--- config.mk ---
export PLATFORM = sky130hd
export DESIGN_NAME = mult_operand_sequencer
export DESIGN_NICKNAME = d
export VERILOG_FILES = /design/src/rtl/mult_operand_sequencer.sv
export SDC_FILE = /design/constraint.sdc
export NUM_CORES = 1
export LEC_CHECK = 0
export ABC_AREA = 1
export CORE_MARGIN = 5
export CORE_UTILIZATION = 44
export CTS_CLUSTER_SIZE = 24
export DETAILED_ROUTE_END_ITERATION = 7
export MAX_ROUTING_LAYER = met4
export PLACE_DENSITY = 0.85
export SLEW_MARGIN = 20
export SYNTH_ARGS = -nofsm -noshare
export SYNTH_HDL_FRONTEND = slang
export SYNTH_SLANG_ARGS = --single-unit
--- constraint.sdc ---
create_clock -name clk -period 1.8 [get_ports clk]
set_input_delay 0.36 -clock clk [delete_from_list [all_inputs] [get_ports clk]]
set_output_delay 0.36 -clock clk [all_outputs]
set_load 0.02 [all_outputs]
--- src/rtl/mult_operand_sequencer.sv ---
// rtl/mult_operand_sequencer.sv - operand sequencer feeding a bit-serial signed 16x16 multiplier
// Optional build macro: MULT_SEQ_SELF_CHECK_EN (adds a reference product compare driving check_err).
module mult_operand_sequencer #(
    parameter int OPERAND_WIDTH = 16
) (
    input  logic                         clk,
    input  logic                         reset,
    input  logic                         in_valid,
    output logic                         in_ready,
    input  logic [OPERAND_WIDTH-1:0]     in_a,
    input  logic [OPERAND_WIDTH-1:0]     in_b,
    output logic                         mul_start,
    output logic [OPERAND_WIDTH-1:0]     mul_input1,
    output logic                         mul_input2_bit,
    input  logic [2*OPERAND_WIDTH-1:0]   mul_product,
    output logic                         out_valid,
    input  logic                         out_ready,
    output logic [2*OPERAND_WIDTH-1:0]   out_product,
    output logic                         busy,
    output logic                         check_err
);

    // The serial counter, bit schedule and capture timing are built around 16-bit operands.
    if (OPERAND_WIDTH != 16) begin : g_bad_width
        $error("mult_operand_sequencer: OPERAND_WIDTH must be 16");
    end

    localparam logic [3:0] LAST_BIT = 4'd15;

    typedef enum logic [2:0] {
        S_IDLE    = 3'd0,
        S_START   = 3'd1,
        S_SHIFT   = 3'd2,
        S_CAPTURE = 3'd3,
        S_DONE    = 3'd4
    } state_t;

    state_t                       r_state;
    logic [3:0]                   r_cnt;
    logic [OPERAND_WIDTH-1:0]     r_a;
    logic [OPERAND_WIDTH-1:0]     r_b;
    logic [2*OPERAND_WIDTH-1:0]   r_out_product;
    logic                         r_in_ready;
    logic                         r_mul_start;
    logic                         r_mul_bit;
    logic                         r_out_valid;
    logic                         r_busy;

    // Sequencer FSM; every handshake/control output is a register updated alongside the state.
    always_ff @(posedge clk or negedge reset) begin
        if (!reset) begin
            r_state       <= S_IDLE;
            r_cnt         <= 4'd0;
            r_a           <= '0;
            r_b           <= '0;
            r_out_product <= '0;
            r_in_ready    <= 1'b1;
            r_mul_start   <= 1'b0;
            r_mul_bit     <= 1'b0;
            r_out_valid   <= 1'b0;
            r_busy        <= 1'b0;
        end else begin
            case (r_state)
                S_IDLE: begin
                    if (in_valid && r_in_ready) begin
                        r_a         <= in_a;
                        r_b         <= in_b;
                        r_in_ready  <= 1'b0;
                        r_mul_start <= 1'b1;
                        r_busy      <= 1'b1;
                        r_state     <= S_START;
                    end
                end
                S_START: begin
                    // Present multiplier bit 0 in the first SHIFT cycle.
                    r_mul_start <= 1'b0;
                    r_cnt       <= 4'd0;
                    r_mul_bit   <= r_b[0];
                    r_state     <= S_SHIFT;
                end
                S_SHIFT: begin
                    if (r_cnt == LAST_BIT) begin
                        r_mul_bit <= 1'b0;
                        r_cnt     <= 4'd0;
                        r_state   <= S_CAPTURE;
                    end else begin
                        r_mul_bit <= r_b[r_cnt + 4'd1];
                        r_cnt     <= r_cnt + 4'd1;
                    end
                end
                S_CAPTURE: begin
                    // The multiplier's final sum is on mul_product during this cycle.
                    r_out_product <= mul_product;
                    r_out_valid   <= 1'b1;
                    r_state       <= S_DONE;
                end
                S_DONE: begin
                    if (out_ready) begin
                        r_out_valid <= 1'b0;
                        r_busy      <= 1'b0;
                        r_in_ready  <= 1'b1;
                        r_state     <= S_IDLE;
                    end
                end
                default: begin
                    r_state     <= S_IDLE;
                    r_cnt       <= 4'd0;
                    r_in_ready  <= 1'b1;
                    r_mul_start <= 1'b0;
                    r_mul_bit   <= 1'b0;
                    r_out_valid <= 1'b0;
                    r_busy      <= 1'b0;
                end
            endcase
        end
    end

    assign in_ready       = r_in_ready;
    assign mul_start      = r_mul_start;
    assign mul_input1     = r_a;
    assign mul_input2_bit = r_mul_bit;
    assign out_valid      = r_out_valid;
    assign out_product    = r_out_product;
    assign busy           = r_busy;

`ifdef MULT_SEQ_SELF_CHECK_EN
    logic signed [2*OPERAND_WIDTH-1:0] w_ref_a;
    logic signed [2*OPERAND_WIDTH-1:0] w_ref_b;
    logic signed [2*OPERAND_WIDTH-1:0] w_ref_product;
    logic                              r_check_err;

    assign w_ref_a       = {{OPERAND_WIDTH{r_a[OPERAND_WIDTH-1]}}, r_a};
    assign w_ref_b       = {{OPERAND_WIDTH{r_b[OPERAND_WIDTH-1]}}, r_b};
    assign w_ref_product = w_ref_a * w_ref_b;

    // Compare the external multiplier against a reference product at capture; hold until the next capture.
    always_ff @(posedge clk or negedge reset) begin
        if (!reset) begin
            r_check_err <= 1'b0;
        end else if (r_state == S_CAPTURE) begin
            r_check_err <= (w_ref_product != mul_product);
        end
    end

    assign check_err = r_check_err;
`else
    assign check_err = 1'b0;
`endif

endmodule

==> results.md <==
- Core Region: 7214 µm²
- FMAX: 596.9 MHz
- Gp weighted congestion: about 0.86
- Total power: a little over 8 mW
- Clock buffers created by TritonCTS: 9
- Synthesized cell area: 3251 µm²
- Post-synth top area cell: dfrtp_1
- CTS root buffer: clkbuf_8
- Primary FF master, synth: dfrtp_1
- Largest cells by area after synthesis: dfrtp_1 58%, nand2_1 23%, nand3_1 2.6%
- Syn_area_per_cell: 8.715 µm²
- Post-route clock period utilization: 0.9307
- Status: finished clean
- Crit path depth: 1
- CTS tree: built
- DRC errors left: 0
- Worst-path clk slew: 80 ps
- Post-route ant nets: 0
- Crit path capture type: output pin
- Drt pass-1 iters: 4
- Clock power share: 0.136
- Net Sw Power: 3.310 mW
- Reg area: ~1900 µm²
- Max Cap Violations: 0
- Syn_nets: 442
- All-Layer GR Usage: 0.1848
- Via density: 4.577
- Most common cell in the netlist: nand2_1
- Vias: roughly 2700
- Die Wd: 95.95 µm
- Worst path buffer plus inverter count: 1
- Startpoint types: flop
- Least-Margin Pin Slew: 590.9 ps
- Final setup vio count: 0
- Initial antenna violation count: 0
- CTS HTree Levels: 3
- WL per Instance: 12.85 µm
- Rows: 31
- Vias in the first global route: 2792
- Max-slew violations: 0
- Worst-case clock buffer depth: 2
- Unrepaired setup endpoints after global routing: no
- Routed wire length: between 7 and 8 mm
- CP max FO: 2
- Port Buffers: between 100 and 150
- Reg2reg path depth: 7
- Leak Pwr: 2.302 nW
- Nets@finish: 565
- Slew headroom: 0.6057
- CP Data Required Time: 1440 ps
- GRT overflow: 0
- Endpoints failing hold: 0
- Area of the multi-input gates: approximately 1100 µm²
- Register share of total power: 0.362
- CP Data Arrival Time: roughly 1300 ps
- Sequential cell area fraction in the yosys report: 0.5855
- CP peak stage delay: 620 ps
- Worst hold-check path type: reg -> reg
- Share of cells above drive strength 1: 0.08184
- Number of synthesized flops with an enable pin: 0
- FILL cells: 641
- Sw Share: 0.4067
- Starting Density: 0.4506
- Min-Delay Path Depth: 2
- Skew-Pair Late Insertion Delay: 330 ps
- PwrDens: ~1700 nW/µm²
- Setup skew after layout: 6.797 ps
- FFs w/ async S/R, synth: 1.000
- Die ar.: 9206 µm²
- Post-synth top area share: 0.5774
- Clk sinks: 76
- Setup TNS: 0 ps
- Final min period: 1675 ps
- Die H: 95.95 µm
- Detailed Route Iter0 Violations: 110
- Largest net degree at the start of global routing: 48
- Post-synth top cells: 196 x nand2_1, 75 x dfrtp_1, 21 x inv_1
- First-pass GRT wire length: roughly 13 mm
- CP max stage cell: clkdlybuf4s50_1
- Area grow syn2layout: 44.15%
- Critical path cell sequence: clkdlybuf4s50_1
- Seq cells post-synth: 76
- Syn Inst Count: 373
- Share of power burned in combinational logic: 0.502
- Final HPWL DP: 5.852 mm
- I/O Pins: 122
- VDD IR-drop max: 0.8806 mV
- Diodes inserted: 0
- Setup CP Type: reg -> out
- Internal power consumption: 4.828 mW
- Distinct cell type count after synthesis: 27
- Synthesis warning total: 0
- Delay-heaviest family, CP: buffers and inverters
-- cell type report --
class,instances,share of cell area
multi-input combinational,258,0.2395
tap,99,0.02644
sequential,76,0.4061
timing repair buffer,127,0.2726
clock inverter,5,0.005875
clock buffer,11,0.03017
inverter,24,0.01923
-- power by group through the flow --
| stage | clock, mW | combinational [mW] | sequential [mW] |
|---|---|---|---|
| finish | 1.10 | 4.09 | 2.95 |
| global placement | 0 | 4.04 | 2.94 |
| detailed placement | 0 | 4.16 | 2.97 |
| CTS | 1.15 | 4.17 | 2.95 |
| floorplan | 0 | 1.78 | 3.62 |
| global route | 1.22 | 4.53 | 3.04 |
-- logic make-up after synthesis --
family / count (synthesis) / synth area share
buf+inv: 39 / 0.06929
simple gates: 230 / 0.2868
xor+xnor: 4 / 0.01078
fa+ha+maj: 1 / 0.003848
flops: 76 / 0.5855
compound gates: 22 / 0.04273
other cells: 1 / 0.001154
-- routing by layer --
layer,global-route usage,wire (µm)
met1,0.2162,3191
met2,0.3046,3874
met3,0.05238,495
met4,0.06754,150
met5,-,0
-- placed cells by master, fill, tap and decap left out, drive strengths merged, types with 2 or more instances in the layout --
cell type / Yosys / routed
clkdlybuf4s50: 0 / 118
clkinv: 0 / 4
inv: 24 / 24
o21ai: 19 / 19
or2: 2 / 2
nand2: 199 / 199
dfrtp: 75 / 75
nand3: 17 / 17
xnor2: 2 / 2
nor3: 2 / 2
a21oi: 2 / 2
clkbuf: 5 / 11
xor2: 2 / 2
buf: 10 / 7
nor2: 9 / 9
-- final timing paths --
check	startpoint	to	slack (ps)
worst min register to register	out_product[19]$_DFFE_PN0P_	out_product[19]$_DFFE_PN0P_	470
worst max register to register	r_state[0]$_DFFE_PN0P_	mul_input1[12]$_DFFE_PN0P_	250
min in group asynchronous	reset	mul_input1[2]$_DFFE_PN0P_	540
worst min-delay path	out_product[19]$_DFFE_PN0P_	out_product[19]$_DFFE_PN0P_	470
worst max-delay path	out_product[10]$_DFFE_PN0P_	out_product[10]	120
max in group asynchronous	reset	out_product[12]$_DFFE_PN0P_	720
-- through the flow --
stage	hold slack (ps)	instances	cell area, µm²	worst slack [ps]	utilization
after floorplan	64.41	373	3251	402.5	-
after global placement	358.6	583	4508	173.6	0.6249
after detailed placement	364.7	583	4508	112.2	0.6249
after CTS	475.2	600	4686	97.45	0.6495
after global routing	492.6	600	4686	56.06	0.6495
final	472.6	600	4686	124.7	0.6495
-- state kept, by name, summed over array words and instances (netlist names) --
register / flops
out_product: 32
mul_input1: 16
r_b: 16
r_cnt: 4
r_state: 3
busy: 1
in_ready: 1
mul_input2_bit: 1
mul_start: 1
out_valid: 1
-- what timing repair did --
action                                  CTS  global route
endpoints found under the setup margin    1             0
setup buffers                             0             0
gates resized for setup                   1             0
hold endpoints to repair                 23             0
hold buffers                              1             0
(Power assumes the default switching activity.)
